## config.mk

```make
export PLATFORM = sky130hd
export DESIGN_NAME = pipe_skid_stage_reg
export DESIGN_NICKNAME = d
export VERILOG_FILES = /design/src/rtl/pipe_pkg.sv /design/src/rtl/pipe_sat_counter.sv /design/src/rtl/pipe_skid_stage_reg.sv
export SDC_FILE = /design/constraint.sdc
export NUM_CORES = 1
export LEC_CHECK = 0
export ABC_AREA = 1
export BUFFER_PORTS_ARGS = -buffer_cell sky130_fd_sc_hd__clkbuf_2
export CORE_MARGIN = 3
export CORE_UTILIZATION = 35
export CTS_CLUSTER_SIZE = 25
export DETAILED_ROUTE_END_ITERATION = 8
export PLACE_DENSITY = 0.6
export SLEW_MARGIN = 20
export SYNTH_ARGS = -nofsm -noshare
export SYNTH_HDL_FRONTEND = slang
export SYNTH_HIERARCHICAL = 1
export SYNTH_SLANG_ARGS = --single-unit
```

## constraint.sdc

```tcl
create_clock -name clk -period 2.9 [get_ports clk]
set_input_delay 0.145 -clock clk [delete_from_list [all_inputs] [get_ports clk]]
set_output_delay 0.145 -clock clk [all_outputs]
set_load 0.03 [all_outputs]
```

## src/rtl/pipe_pkg.sv

```systemverilog
// pipe_pkg: shared state encoding and occupancy helper for the skid pipeline stage
package pipe_pkg;
  typedef enum logic [1:0] {ST_EMPTY, ST_ONE, ST_FULL} pipe_state_t;
  localparam int OCC_W = 2;
  function automatic logic [OCC_W-1:0] occ_of(input pipe_state_t s);
    return (s == ST_FULL) ? 2'd2 : (s == ST_ONE) ? 2'd1 : 2'd0;
  endfunction
endpackage

```

## src/rtl/pipe_sat_counter.sv

```systemverilog
// pipe_sat_counter: event counter that sticks at all-ones instead of wrapping
module pipe_sat_counter #(
  parameter int CNT_W = 16
) (
  input  logic             clk,
  input  logic             rst,
  input  logic             inc,
  output logic [CNT_W-1:0] cnt
);
  // count up on inc, hold once saturated
  always_ff @(posedge clk or negedge rst)
    if (!rst) cnt <= '0;
    else if (inc && cnt != '1) cnt <= cnt + 1'b1;
endmodule

```

## src/rtl/pipe_skid_stage_reg.sv

```systemverilog
// pipe_skid_stage_reg: valid/ready pipeline register with 2-entry skid buffer; PIPE_STAGE_STATS_EN enables stall/flush counters
module pipe_skid_stage_reg
  import pipe_pkg::*;
#(
  parameter int DATA_W         = 64,
  parameter int CLEAR_ON_FLUSH = 1,
  parameter int CNT_W          = 16
) (
  input  logic              clk,
  input  logic              rst,
  input  logic              flush,
  input  logic              in_valid,
  output logic              in_ready,
  input  logic [DATA_W-1:0] in_data,
  output logic              out_valid,
  input  logic              out_ready,
  output logic [DATA_W-1:0] out_data,
  output logic [OCC_W-1:0]  occupancy,
  output logic [CNT_W-1:0]  stall_cnt,
  output logic [CNT_W-1:0]  flush_cnt
);
  pipe_state_t       state, state_nxt;
  logic [DATA_W-1:0] main_q, skid_q, main_d, skid_d;
  logic              main_en, skid_en, in_beat;
  assign in_beat   = in_valid & in_ready;
  assign out_valid = state != ST_EMPTY;
  assign out_data  = main_q;
  assign occupancy = occ_of(state);
  // next state and payload-register loads; flush overrides everything, and in FULL no in beat can occur
  always_comb begin
    state_nxt = state;
    main_en   = 1'b0;
    skid_en   = 1'b0;
    main_d    = in_data;
    skid_d    = in_data;
    if (flush) begin
      state_nxt = ST_EMPTY;
      main_en   = CLEAR_ON_FLUSH != 0;
      skid_en   = CLEAR_ON_FLUSH != 0;
      main_d    = '0;
      skid_d    = '0;
    end else begin
      case (state)
        ST_EMPTY: begin
          state_nxt = in_beat ? ST_ONE : ST_EMPTY;
          main_en   = in_beat;
        end
        ST_ONE: begin
          state_nxt = (in_beat && !out_ready) ? ST_FULL : (!in_beat && out_ready) ? ST_EMPTY : ST_ONE;
          main_en   = in_beat & out_ready;
          skid_en   = in_beat & ~out_ready;
        end
        ST_FULL: begin
          state_nxt = out_ready ? ST_ONE : ST_FULL;
          main_en   = out_ready;
          main_d    = skid_q;
        end
        default: state_nxt = ST_EMPTY;
      endcase
    end
  end
  // state, registered in_ready and payload registers
  always_ff @(posedge clk or negedge rst)
    if (!rst) begin
      state    <= ST_EMPTY;
      in_ready <= 1'b1;
      main_q   <= '0;
      skid_q   <= '0;
    end else begin
      state    <= state_nxt;
      in_ready <= state_nxt != ST_FULL;
      if (main_en) main_q <= main_d;
      if (skid_en) skid_q <= skid_d;
    end
`ifdef PIPE_STAGE_STATS_EN
  pipe_sat_counter #(.CNT_W(CNT_W)) u_stall_cnt (
    .clk(clk), .rst(rst), .inc(out_valid & ~out_ready), .cnt(stall_cnt)
  );
  pipe_sat_counter #(.CNT_W(CNT_W)) u_flush_cnt (
    .clk(clk), .rst(rst), .inc(flush & (state != ST_EMPTY)), .cnt(flush_cnt)
  );
`else
  assign stall_cnt = '0;
  assign flush_cnt = '0;
`endif
endmodule

```

Word level (Yosys, flattened, before mapping) --
Cells that the tools add are included. Widths: inputs -> output; s select.
Cells by class: muxes and demuxes 15, reduce and logical (&&, ||, !) cells 6, bitwise operators 4, equality and inequality tests 3
Operators by type and width (number):
- $mux 64 | 3
- $mux 2 | 4
- $mux 1 | 6
- $pmux 2 s3 | 1
- $and 1x1->1 | 3
- $pmux 1 s3 | 1
- $eq 2x1->1 const B | 1
- $eq 2x2->1 const B | 1
- $logic_and 1x1->1 | 2
- $logic_not 1->1 | 2
- $logic_not 2->1 | 1
- $ne 2x2->1 const B | 1
- $reduce_bool 2->1 | 1
- $not 1->1 | 1
Word-level totals: logic and storage cells 32, register bits after elaboration 131, input bits 69

Logic depth before layout (Yosys ltp) --
word-level depth 8, depth in mapped cells 9

Worst setup path before layout --
OpenSTA, ideal clock, no wires.
kind flip-flop to flip-flop, from reg in_ready, to reg skid_q[10], path slack 1229 ps, period minus slack after synthesis 1671 ps, stages on the path, launching flop included 9, arrival time 1541 ps, data required time 2770 ps, library setup time 130 ps, cell sequence dfstp_2 -> nand2_1 -> inv_1 -> ha_1 -> nand3_1 -> nand2_1 -> buf_2 -> clkbuf_1 -> o21ai_0
On the way: cells in the longest elaborated chain, start to end 4
Ends and longest elaborated chain:
- start, declared | RTL line pipe_skid_stage_reg.sv:13 | output logic in_ready,
- start signal, assigned | RTL line pipe_skid_stage_reg.sv:66 | in_ready <= 1'b1;
- start signal, assigned | RTL line pipe_skid_stage_reg.sv:71 | in_ready <= state_nxt != ST_FULL;
- $and 1x1->1 | RTL line pipe_skid_stage_reg.sv:25 | assign in_beat = in_valid & in_ready;
- $and 1x1->1 | RTL line pipe_skid_stage_reg.sv:51 | skid_en = in_beat & ~out_ready;
- $mux 1 | RTL line pipe_skid_stage_reg.sv:43 | case (state)
- $mux 1 | RTL line pipe_skid_stage_reg.sv:36 | if (flush) begin
- end signal, assigned | RTL line pipe_skid_stage_reg.sv:73 | if (skid_en) skid_q <= skid_d;
- end, declared | RTL line pipe_skid_stage_reg.sv:23 | logic [DATA_W-1:0] main_q, skid_q, main_d, skid_d;
Every way passes these cells. A chain may end at the register's enable or synchronous reset.

Worst setup path in the final report --
from reg state[0], to out occupancy[1]
On the way: cells in the longest elaborated chain, start to end 2
Ends and longest elaborated chain:
- start, declared | RTL line pipe_skid_stage_reg.sv:22 | pipe_state_t state, state_nxt;
- start signal, assigned | RTL line pipe_skid_stage_reg.sv:70 | state <= state_nxt;
- $eq 2x2->1 | RTL line pipe_pkg.sv:6 | return (s == ST_FULL) ? 2'd2 : (s == ST_ONE) ? 2'd1 : 2'd0;
- $mux 2 | RTL line pipe_pkg.sv:6
- end, declared | RTL line pipe_skid_stage_reg.sv:18 | output logic [OCC_W-1:0] occupancy,
Every way passes these cells.

==> results.toml <==
[logic_synthesis]
ys_ff_latch = 131
yosysTopAreaCell = "dfrtp_1"
ys_seq_area_share_pct = 51.9
synth_edf_count = 0
syn_avg_cell_area_um2 = 8.23
netlist.area_leader.share_pct = 51.5
synthCells = 768
yosys.cell_count.top_type = "nand3_1"
async_flop_share_pct = 100
yosysWarnings = 6
synth_commonest_cells = "nand3_1 (196), nand2_1 (135), dfrtp_1 (130), o21ai_0 (129), inv_1 (70)"
synthFlopType = "dfrtp_1"
synth_area_um2 = 6320
synth_cell_types = 19
netlist_top_cells_area = "dfrtp_1 (51%), nand3_1 (16%), o21ai_0 (10%), nand2_1 (8.0%), buf_4 (5.2%)"

[timing]
drv_slew = 0
grt_setup_unrepaired = "false"
max_freq_ghz = 0.463
finalCritPeriodShare_pct = 74.5
fin_ws_ps = 740
clock_skew_ps = 10.4
period_minus_slack_ps = 2160
hold_viol_final = 0
final-setup-viol-count = 0
tns_ps = 0
worst_slew_pin_slew_ps = 706
slew_headroom_pct = 52.9

[placed_design]
dpl.hpwl_um = 9510
dp_slack_ps = 1060
port_buffers = 136
routabilityCongestion = 0.766

[critical_path]
worst-path-buf-inv = 4
r2r-start = "in_ready$_DFF_PN1_"
cp.required_ps = 2760
worstPathMaxFanout = 76
startpoint_type = "register"
arrival_ps = 2010
crit_type = "register to output pin"
critPathSlowestCell = "nand2_4"
critPathTopFamily = "buffers and inverters"
crit_path_start = "state[0]$_DFF_PN0_"
max_stage_delay_ps = 490
path_cells = "inv_2 -> nand2_4 -> buf_12 -> inv_1 -> clkbuf_2"
setup.worst_path.end_class = "output pin"

[route]
dr.first_iter.drc_count = 314
wl_met3_um = 650
vias_per_cell = 4.75
top_layer = "met4"
firstDrtPassIters = 4
avgRoutedWirePerCell_um = 13.5
ant_nets = 0
vias = 5454
wl_um = 15500
route.met2.wl_um = 7340
route.detailed.drc = 0
wl_met1_um = 7380

[floorplan]
initial_core_util_pct = 36.2
fp.dieH_um = 140
io_pins = 169
die_w_um = 140
die_area_um2 = 19700
core_area_um2 = 17500
core.rowCount = 48

[cells_and_area]
fillCellCount = 1774
antennaDiodeCount = 0
drive_gt1_share_pct = 19.6
syn_to_final_growth_pct = 26.4
num-nets-final = 985

[clock_network]
clk_transition_reported_paths_ps = 50
clockRootBuffer = "clkbuf_16"
cts_tree = "done"
cts_setup_buffers = 0
htree_levels = 4
clk_latency_ps = 410
cts_made_buffers = 17
clkSinkCount = 131
clock_path_buffers = 2

[power_and_ir_drop]
ir_drop_mv = 0.392
switchingPower_mw = 1.42
p_comb_share_pct = 17.6
seq_power_share_pct = 41.7
powerDensity_nw_per_um2 = 614
p_leak_nw = 4.25
power.share.clock_pct = 40.7
p_int_mw = 3.49
switching_share_pct = 28.8

[global_routing]
grt_pass1_wl_um = 26000
grt_pass1_vias = 5153
grt.overflow.total = 0
grt_start_max_net_pins = 123
grt.total_usage_pct = 16.1
antenna_found_initial = 0

[worst_hold_path]
hp-start = "in_data[41]"
hold_class = "primary input to register"

[run_status]
status = "finished clean"

[flow_run]
drv_cap = 0
## repair_timing
action | CTS | global route
endpoints found under the hold margin | 102 | 0
hold buffers | 44 | 0
resized for setup | 0 | 0
## per-stage QoR
| step | utilization (%) | area (µm²) | cells | hold WS [ps] | power (mW) |
|---|---|---|---|---|---|
| after floorplan | - | 6440 | 799 | -151 | 2.66 |
| after global placement | 40.1 | 7010 | 1076 | 172 | 2.89 |
| after detailed placement | 40.1 | 7010 | 1076 | 174 | 2.90 |
| after CTS | 45.7 | 7990 | 1149 | 0.599 | 4.97 |
| after global routing | 45.7 | 7990 | 1149 | 17.0 | 5.17 |
| final | 45.7 | 7990 | 1149 | 9.60 | 4.91 |
## layout make-up
cell class | instances | area (µm²) | share of cell area (%)
timing repair buffer | 189 | 1260 | 15.7
tap | 225 | 282 | 3.52
clock inverter | 5 | 52.6 | 0.657
sequential | 131 | 3280 | 41.0
inverter | 72 | 275 | 3.44
multi-input combinational | 503 | 2350 | 29.5
clock buffer | 24 | 492 | 6.15
## sequential cells by signal, indices dropped and copies added (netlist names)
signal	count
skid_q	64
state	2
in_ready	1
out_data	64
## power groups by stage
stage | logic [mW] | registers [mW] | clock network (mW)
floorplan | 0.439 | 2.22 | 0
global placement | 0.815 | 2.08 | 0
detailed placement | 0.823 | 2.08 | 0
CTS | 0.875 | 2.05 | 2.04
global route | 0.965 | 2.06 | 2.14
finish | 0.863 | 2.05 | 2.00
## per-layer routing
metal	vias up	track usage, %
met5	-	0
met4	0	4.23
met3	11	3.82
met2	120	25.4
met1	2574	22.3
li1	2749	-
## cell families after synthesis
group,count (synthesis),share of synthesized area [%]
fa+ha+maj,2,0.396
buf+inv,165,12.9
flops,131,51.9
simple gates,340,24.5
other cells,1,0.0593
compound gates,129,10.2
## cells in the final DEF (no fill, tap or decap)
| master | instances |
|---|---|
| clkbuf_16 | 17 |
| nand2_4 | 2 |
| nor2_8 | 1 |
| clkinvlp_4 | 1 |
| clkbuf_2 | 135 |
| ha_1 | 2 |
| clkbuf_8 | 4 |
| buf_6 | 1 |
| buf_4 | 4 |
| nand2_2 | 1 |
| nor2_2 | 1 |
| nand3_1 | 196 |
| nor2_1 | 4 |
| inv_2 | 2 |
| o21ai_0 | 129 |
| conb_1 | 32 |
| nand3_2 | 1 |
| inv_6 | 1 |
| dfstp_2 | 1 |
| inv_1 | 69 |
| dfrtp_1 | 130 |
| bufinv_16 | 1 |
| nand2_1 | 134 |
| buf_12 | 5 |
| dlygate4sd3_1 | 44 |
| clkbuf_1 | 3 |
| clkinv_2 | 3 |
## worst register-to-register path: cells and delay by family (launching register included)
family | cells | cell delay [ps]
compound gates | 1 | 120
fa+ha+maj | 1 | 150
buf+inv | 2 | 510
flops | 1 | 530
simple gates | 4 | 450
## worst paths after layout
kind / endpoint / slack [ps] / cells past startpoint
worst max-delay path: occupancy[1] / 740 / 5
worst min-delay path: skid_q[41]$_DFFE_PN0P_ / 10 / 3
worst max register to register: skid_q[21]$_DFFE_PN0P_ / 1050 / 8
worst min register to register: out_data[57]$_DFFE_PN0P_ / 500 / 2
max in group asynchronous: skid_q[9]$_DFFE_PN0P_ / 1810 / 3
min in group asynchronous: state[1]$_DFF_PN0_ / 280 / 2
Power figures use the tool's default switching activity.
